--- src/rtl/alu_array_seq_if.sv ---
// Handshake bundle for alu_array_seq: operand input channel, result output channel and busy.
// The slave modport is the ALU side and the master modport is the producer/consumer side.
interface alu_array_seq_if #(
    parameter int NUM_CH = 3,
    parameter int WIDTH  = 4
);
    logic                          in_valid;
    logic                          in_ready;
    logic [NUM_CH*WIDTH-1:0]       in_a;
    logic [NUM_CH*WIDTH-1:0]       in_b;
    logic [NUM_CH*3-1:0]           in_sel;
    logic                          out_valid;
    logic                          out_ready;
    logic [NUM_CH*(WIDTH+1)-1:0]   out_res;
    logic [NUM_CH-1:0]             out_zero;
    logic                          busy;

    modport slave (
        input  in_valid, in_a, in_b, in_sel, out_ready,
        output in_ready, out_valid, out_res, out_zero, busy
    );

    modport master (
        output in_valid, in_a, in_b, in_sel, out_ready,
        input  in_ready, out_valid, out_res, out_zero, busy
    );
endinterface

--- src/rtl/alu_array_seq.sv ---
// Multi-channel ALU: latches one operand bundle, evaluates one channel per cycle through a
// shared datapath and presents the whole result bundle on a valid/ready handshake.
module alu_array_seq #(
    parameter int NUM_CH = 3,
    parameter int WIDTH  = 4
) (
    input logic            wb_clk_i,
    input logic            wb_rst_i,
    alu_array_seq_if.slave bus
);

    localparam int RW    = WIDTH + 1;
    localparam int IDX_W = (NUM_CH > 1) ? $clog2(NUM_CH) : 1;
    localparam logic [IDX_W-1:0] LAST_IDX = IDX_W'(NUM_CH - 1);

    typedef enum logic [1:0] {
        S_IDLE,
        S_RUN,
        S_DONE
    } state_e;

    typedef enum logic [2:0] {
        OP_ADD   = 3'd0,
        OP_SUB   = 3'd1,
        OP_AND   = 3'd2,
        OP_OR    = 3'd3,
        OP_XOR   = 3'd4,
        OP_ACC   = 3'd5,
        OP_CLR   = 3'd6,
        OP_PASSB = 3'd7
    } op_e;

    state_e                   state_q;
    logic [IDX_W-1:0]         idx_q;
    logic [NUM_CH*WIDTH-1:0]  a_q;
    logic [NUM_CH*WIDTH-1:0]  b_q;
    logic [NUM_CH*3-1:0]      sel_q;
    logic [WIDTH-1:0]         acc_q [NUM_CH];
    logic [NUM_CH*RW-1:0]     res_q;
    logic [NUM_CH-1:0]        zero_q;
    logic                     out_valid_q;
    logic                     busy_q;

    logic [WIDTH-1:0]         ch_a;
    logic [WIDTH-1:0]         ch_b;
    logic [WIDTH-1:0]         ch_acc;
    op_e                      ch_op;
    logic [RW-1:0]            alu_res_d;
    logic                     alu_zero_d;
    logic                     acc_wr_d;
    logic [WIDTH-1:0]         acc_d;

    // Operand select for the channel currently being evaluated.
    always_comb begin
        // NOTE: every always_comb output gets a default first so no path leaves it unassigned (no latch).
        ch_a   = '0;
        ch_b   = '0;
        ch_acc = '0;
        ch_op  = OP_ADD;
        for (int i = 0; i < NUM_CH; i++) begin
            if (idx_q == IDX_W'(i)) begin
                ch_a   = a_q[i*WIDTH +: WIDTH];
                ch_b   = b_q[i*WIDTH +: WIDTH];
                ch_acc = acc_q[i];
                ch_op  = op_e'(sel_q[i*3 +: 3]);
            end
        end
    end

    always_comb begin
        alu_res_d = '0;
        acc_wr_d  = 1'b0;
        acc_d     = '0;
        case (ch_op)
            OP_ADD:   alu_res_d = {1'b0, ch_a} + {1'b0, ch_b};
            OP_SUB:   alu_res_d = {(ch_a < ch_b), ch_a - ch_b};
            OP_AND:   alu_res_d = {1'b0, ch_a & ch_b};
            OP_OR:    alu_res_d = {1'b0, ch_a | ch_b};
            OP_XOR:   alu_res_d = {1'b0, ch_a ^ ch_b};
            OP_ACC: begin
                alu_res_d = {1'b0, ch_acc} + {1'b0, ch_a};
                acc_wr_d  = 1'b1;
                acc_d     = alu_res_d[WIDTH-1:0];
            end
            OP_CLR: begin
                alu_res_d = '0;
                acc_wr_d  = 1'b1;
                acc_d     = '0;
            end
            OP_PASSB: alu_res_d = {1'b0, ch_b};
            default:  alu_res_d = '0;
        endcase
    end

    // The zero flag ignores the carry/borrow bit.
    assign alu_zero_d = ~|alu_res_d[WIDTH-1:0];

    always_ff @(posedge wb_clk_i or posedge wb_rst_i) begin
        if (wb_rst_i) begin
            state_q     <= S_IDLE;
            idx_q       <= '0;
            a_q         <= '0;
            b_q         <= '0;
            sel_q       <= '0;
            res_q       <= '0;
            zero_q      <= '0;
            out_valid_q <= 1'b0;
            busy_q      <= 1'b0;
            // NOTE: the accumulator array is architecturally visible state, so it is reset like any register.
            for (int i = 0; i < NUM_CH; i++) begin
                acc_q[i] <= '0;
            end
        end else begin
            // NOTE: sequential state uses non-blocking assignments only, so every reader sees pre-edge values.
            case (state_q)
                S_IDLE: begin
                    if (bus.in_valid) begin
                        a_q     <= bus.in_a;
                        b_q     <= bus.in_b;
                        sel_q   <= bus.in_sel;
                        res_q   <= '0;
                        zero_q  <= '0;
                        idx_q   <= '0;
                        busy_q  <= 1'b1;
                        state_q <= S_RUN;
                    end
                end
                S_RUN: begin
                    for (int i = 0; i < NUM_CH; i++) begin
                        if (idx_q == IDX_W'(i)) begin
                            res_q[i*RW +: RW] <= alu_res_d;
                            zero_q[i]         <= alu_zero_d;
                            if (acc_wr_d) begin
                                acc_q[i] <= acc_d;
                            end
                        end
                    end
                    if (idx_q == LAST_IDX) begin
                        out_valid_q <= 1'b1;
                        state_q     <= S_DONE;
                    end else begin
                        idx_q <= idx_q + IDX_W'(1);
                    end
                end
                S_DONE: begin
                    if (bus.out_ready) begin
                        out_valid_q <= 1'b0;
                        busy_q      <= 1'b0;
                        state_q     <= S_IDLE;
                    end
                end
                default: state_q <= S_IDLE;
            endcase
        end
    end

    // Ready drops combinationally with reset so nothing is offered while it is asserted.
    assign bus.in_ready  = (state_q == S_IDLE) & ~wb_rst_i;
    assign bus.out_valid = out_valid_q;
    assign bus.out_res   = res_q;
    assign bus.out_zero  = zero_q;
    assign bus.busy      = busy_q;

endmodule

--- src/flat_wrapper.sv ---
// flat-port wrapper written by rule: the top's interface ports become plain ports
module alu_array_seq_flat 
#(
    parameter int NUM_CH = 3,
    parameter int WIDTH  = 4
)
  (wb_clk_i, wb_rst_i, bus_in_valid, bus_in_a, bus_in_b, bus_in_sel, bus_out_ready, bus_in_ready, bus_out_valid, bus_out_res, bus_out_zero, bus_busy);
  alu_array_seq_if #(.NUM_CH(NUM_CH), .WIDTH(WIDTH)) bus_i ();
  input logic wb_clk_i;
  input logic wb_rst_i;
  input wire logic [$bits(bus_i.in_valid)-1:0] bus_in_valid;
  input wire logic [$bits(bus_i.in_a)-1:0] bus_in_a;
  input wire logic [$bits(bus_i.in_b)-1:0] bus_in_b;
  input wire logic [$bits(bus_i.in_sel)-1:0] bus_in_sel;
  input wire logic [$bits(bus_i.out_ready)-1:0] bus_out_ready;
  output wire logic [$bits(bus_i.in_ready)-1:0] bus_in_ready;
  output wire logic [$bits(bus_i.out_valid)-1:0] bus_out_valid;
  output wire logic [$bits(bus_i.out_res)-1:0] bus_out_res;
  output wire logic [$bits(bus_i.out_zero)-1:0] bus_out_zero;
  output wire logic [$bits(bus_i.busy)-1:0] bus_busy;
  assign bus_i.in_valid = bus_in_valid;
  assign bus_i.in_a = bus_in_a;
  assign bus_i.in_b = bus_in_b;
  assign bus_i.in_sel = bus_in_sel;
  assign bus_i.out_ready = bus_out_ready;
  assign bus_in_ready = bus_i.in_ready;
  assign bus_out_valid = bus_i.out_valid;
  assign bus_out_res = bus_i.out_res;
  assign bus_out_zero = bus_i.out_zero;
  assign bus_busy = bus_i.busy;
  alu_array_seq #(.NUM_CH(NUM_CH), .WIDTH(WIDTH)) u_core (.wb_clk_i(wb_clk_i), .wb_rst_i(wb_rst_i), .bus(bus_i));
endmodule
--- config.mk ---
export PLATFORM = sky130hd
export DESIGN_NAME = alu_array_seq_flat
export DESIGN_NICKNAME = d
export VERILOG_FILES = /design/src/rtl/alu_array_seq_if.sv /design/src/rtl/alu_array_seq.sv /design/src/flat_wrapper.sv
export SDC_FILE = /design/constraint.sdc
export NUM_CORES = 1
export LEC_CHECK = 0
export BUFFER_PORTS_ARGS = -buffer_cell sky130_fd_sc_hd__buf_2
export CAP_MARGIN = 25
export CORE_ASPECT_RATIO = 0.9
export CORE_MARGIN = 3
export CORE_UTILIZATION = 50
export DETAILED_ROUTE_END_ITERATION = 6
export PLACE_DENSITY = 0.72
export REMOVE_ABC_BUFFERS = 1
export SLEW_MARGIN = 10
export SYNTH_ARGS = -nofsm -noshare
export SYNTH_HDL_FRONTEND = slang
export SYNTH_SLANG_ARGS = --single-unit
export TNS_END_PERCENT = 5
--- constraint.sdc ---
create_clock -name wb_clk_i -period 6.4 [get_ports wb_clk_i]
set_input_delay 0.32 -clock wb_clk_i [delete_from_list [all_inputs] [get_ports wb_clk_i]]
set_output_delay 0.32 -clock wb_clk_i [all_outputs]
set_load 0.01 [all_outputs]
==> impl_metrics.ini <==
[status]
status = finished clean

[logic_synthesis]
ys_top_cells_by_area = dfrtp_1 (46%), mux2_2 (14%), ha_1 (6.3%)
synth_edf_count = 0
synthFlopType = dfrtp_1
synth_most_common_cell = dfrtp_1
syn_area_sq_mm = 0.003749
syn_area_per_cell_sq_um = 10.44
synth_top_area_cell = dfrtp_1
ys_seq_area_share_pct = 46.06
ys_warn_count = 0
netlist_top_cells_count = dfrtp_1 (69), mux2_2 (47), nand2_1 (41)
postSynthCellCount = 359
synth_top_cell_area_share_pct = 46.06
ys_ff_latch = 69
async_flop_share_pct = 100.0
ys_types = 47

[placed_design]
port_buffers = 57
dp_hpwl_microns = 5925
dp_slack_ns = 2.148
routabilityCongestion = 0.8861

[floorplan]
die_height_microns = 88.14
die-width_microns = 97.27
start_util_pct = 52.44
design.portCount = 58
num_rows = 29
fp.coreArea_sq_mm = 0.007148
dieArea_sq_mm = 0.008573

[setup_path]
crit_fanout = 15
slowest_stage = fa_1
critical_path.top_delay_family = compound AO/OA/AOI/OAI gates
cp-start-kind = flop
required_ns = 6.69
max_stage_delay_ns = 0.60
worstPathArrival_ns = 4.55
cp_num_buf_inv = 2
crit_chain = inv_1 > ha_1 > nand2_1 > nor2_1 > a21oi_1 > o21ai_0 > inv_1 > fa_1 > nor2_1 > a2111oi_1 > o32ai_1 > a2111oi_2 > a22o_1
path_class = flop to flop
cp-end-kind = flop

[layout]
fin_util_pct = 60.58
syn_to_final_growth_pct = 15.52
nFillCells = 615
drive_gt1_share_pct = 30.64
nets = 475
antennaDiodeCount = 0

[sta]
hold_violations = 0
whs_ns = 0.04809
setup_tns_ns = 0
fmax_ghz = 0.2348
tightest_slew_ns = 0.7364
finalMaxSlewViolations = 0
setup_violations = 0
finClkSkew_ns = 0.007407
rsz0062_at_grt = no
period_share_pct = 66.55
slew-limit-headroom_pct = 50.39
period_minus_slack_ns = 4.259
setup_ws_ns = 2.141

[drt]
detail_route.first_pass.iterations = 4
vias_per_cell = 5.558
remaining_drc_errors = 0
finalWirelength_microns = 8117
ant_nets = 0
drt-wirelength-per-cell_microns = 15.79
drtIter0Drc = 97
vias = 2857

[global_route]
grt_pass1_vias = 2934
overflow = 0
grt_pass1_wl_microns = 13890
grt_start_max_net_pins = 41
grt_usage_pct = 20.28
antenna_found_initial = 0

[clock_tree]
root_buffer = clkbuf_8
clkLatencyLatePin_ns = 0.35
cts_buffers = 9
tritoncts = built
cts_resized = 0
cts_max_path_buffers = 2
clock-sinks = 69
cts_setup_buffers = 0
htree_levels = 3
clk_pin_slew_ns = 0.07
cts-hold-fix-buffers = 0

[pwr]
ir_drop_mv = 0.3293
power_mw = 2.647
leakagePower_nw = 2.077
p_per_area_mw_per_mm2 = 611.3

[run]
cap_violations = 0

[worst_hold_path]
hold_class = primary input to async pin
-- per-layer routing --
layer | track usage [%] | part of all wire (%) | routed length, microns
met5 | 0 | 0 | 0
met4 | 8.302 | 1.7 | 135
met3 | 6.927 | 7.7 | 622
met2 | 33.40 | 46 | 3703
met1 | 24.89 | 45 | 3655
-- path summary, 6_finish.rpt --
| path | startpoint | to | slack [ns] | cells past startpoint |
|---|---|---|---|---|
| worst max register to register | u_core.idx_q[0]$_DFFE_PP0P_ | u_core.bus.out_zero[0]$_DFFE_PP0P_ | 2.14 | 13 |
| worst min register to register | u_core.bus.out_res[3]$_DFFE_PP0P_ | u_core.bus.out_res[3]$_DFFE_PP0P_ | 0.48 | 2 |
| min in group wb_clk_i | bus_out_ready | u_core.state_q[1]$_DFFE_PP0P_ | 0.18 | 2 |
| max in group asynchronous | wb_rst_i | u_core.a_q[6]$_DFFE_PP0P_ | 5.40 | 3 |
| worst max-delay path | u_core.idx_q[0]$_DFFE_PP0P_ | u_core.bus.out_zero[0]$_DFFE_PP0P_ | 2.14 | 13 |
| worst min-delay path | wb_rst_i | u_core.state_q[1]$_DFFE_PP0P_ | 0.05 | 2 |
-- cell families after synthesis --
| logic type | share of synthesized area (%) |
|---|---|
| compound gates | 15.25 |
| fa+ha+maj | 7.944 |
| mux | 14.99 |
| flops | 46.06 |
| xor+xnor | 1.402 |
| buf+inv | 4.373 |
| simple gates | 9.980 |
-- cells in the final DEF (no fill, tap or decap), types with 2 or more instances in the layout --
master	n
and3_1	2
nand3b_1	4
or3_1	3
a22o_1	6
mux2_2	47
nand2_1	41
buf_2	57
a21o_1	4
a22oi_1	5
mux2_1	2
nand3_1	6
xor2_1	2
ha_1	19
bufinv_16	2
inv_1	21
o21ai_0	27
nor2_1	20
xnor2_1	4
a2111oi_1	2
buf_4	5
o31ai_1	3
a211oi_1	2
clkbuf_8	10
a21oi_1	25
nor2b_1	2
nor3_1	4
clkinv_2	2
fa_1	3
o21bai_1	2
dfrtp_1	69
-- per-stage QoR --
stage | std cells | instance area [sq um]
5_1_grt | 514 | 4330
3_3_place_gp | 498 | 4106
6_report | 514 | 4330
2_1_floorplan | 343 | 3667
4_1_cts | 514 | 4330
3_5_place_dp | 498 | 4106
-- sequential cells by signal (all words and copies together), names as in the netlist --
| signal | flops |
|---|---|
| u_core.bus.out_res | 15 |
| u_core.bus.out_valid | 1 |
| u_core.state_q | 2 |
| u_core.bus.out_zero | 3 |
| u_core.idx_q | 2 |
| u_core.acc_q | 12 |
| u_core.bus.busy | 1 |
| u_core.a_q | 12 |
| u_core.b_q | 12 |
| u_core.sel_q | 9 |
-- layout make-up --
type	count	area (sq um)	area share (%)
inverter	22	82.58	1.907
multi-input combinational	252	1858	42.91
tap	93	116.4	2.687
clock buffer	10	137.6	3.178
sequential	69	1727	39.87
timing repair buffer	62	322.8	7.455
clock inverter	6	86.33	1.994
-- power breakdown --
group	switching, mW	internal [mW]	leakage [nW]
Combinational	0.905	0.626	1.10
Clock	0.169	0.229	0.112
Sequential	0.0959	0.622	0.869
Total	1.17	1.48	2.08
No activity file was read; power rests on OpenSTA's default activity.
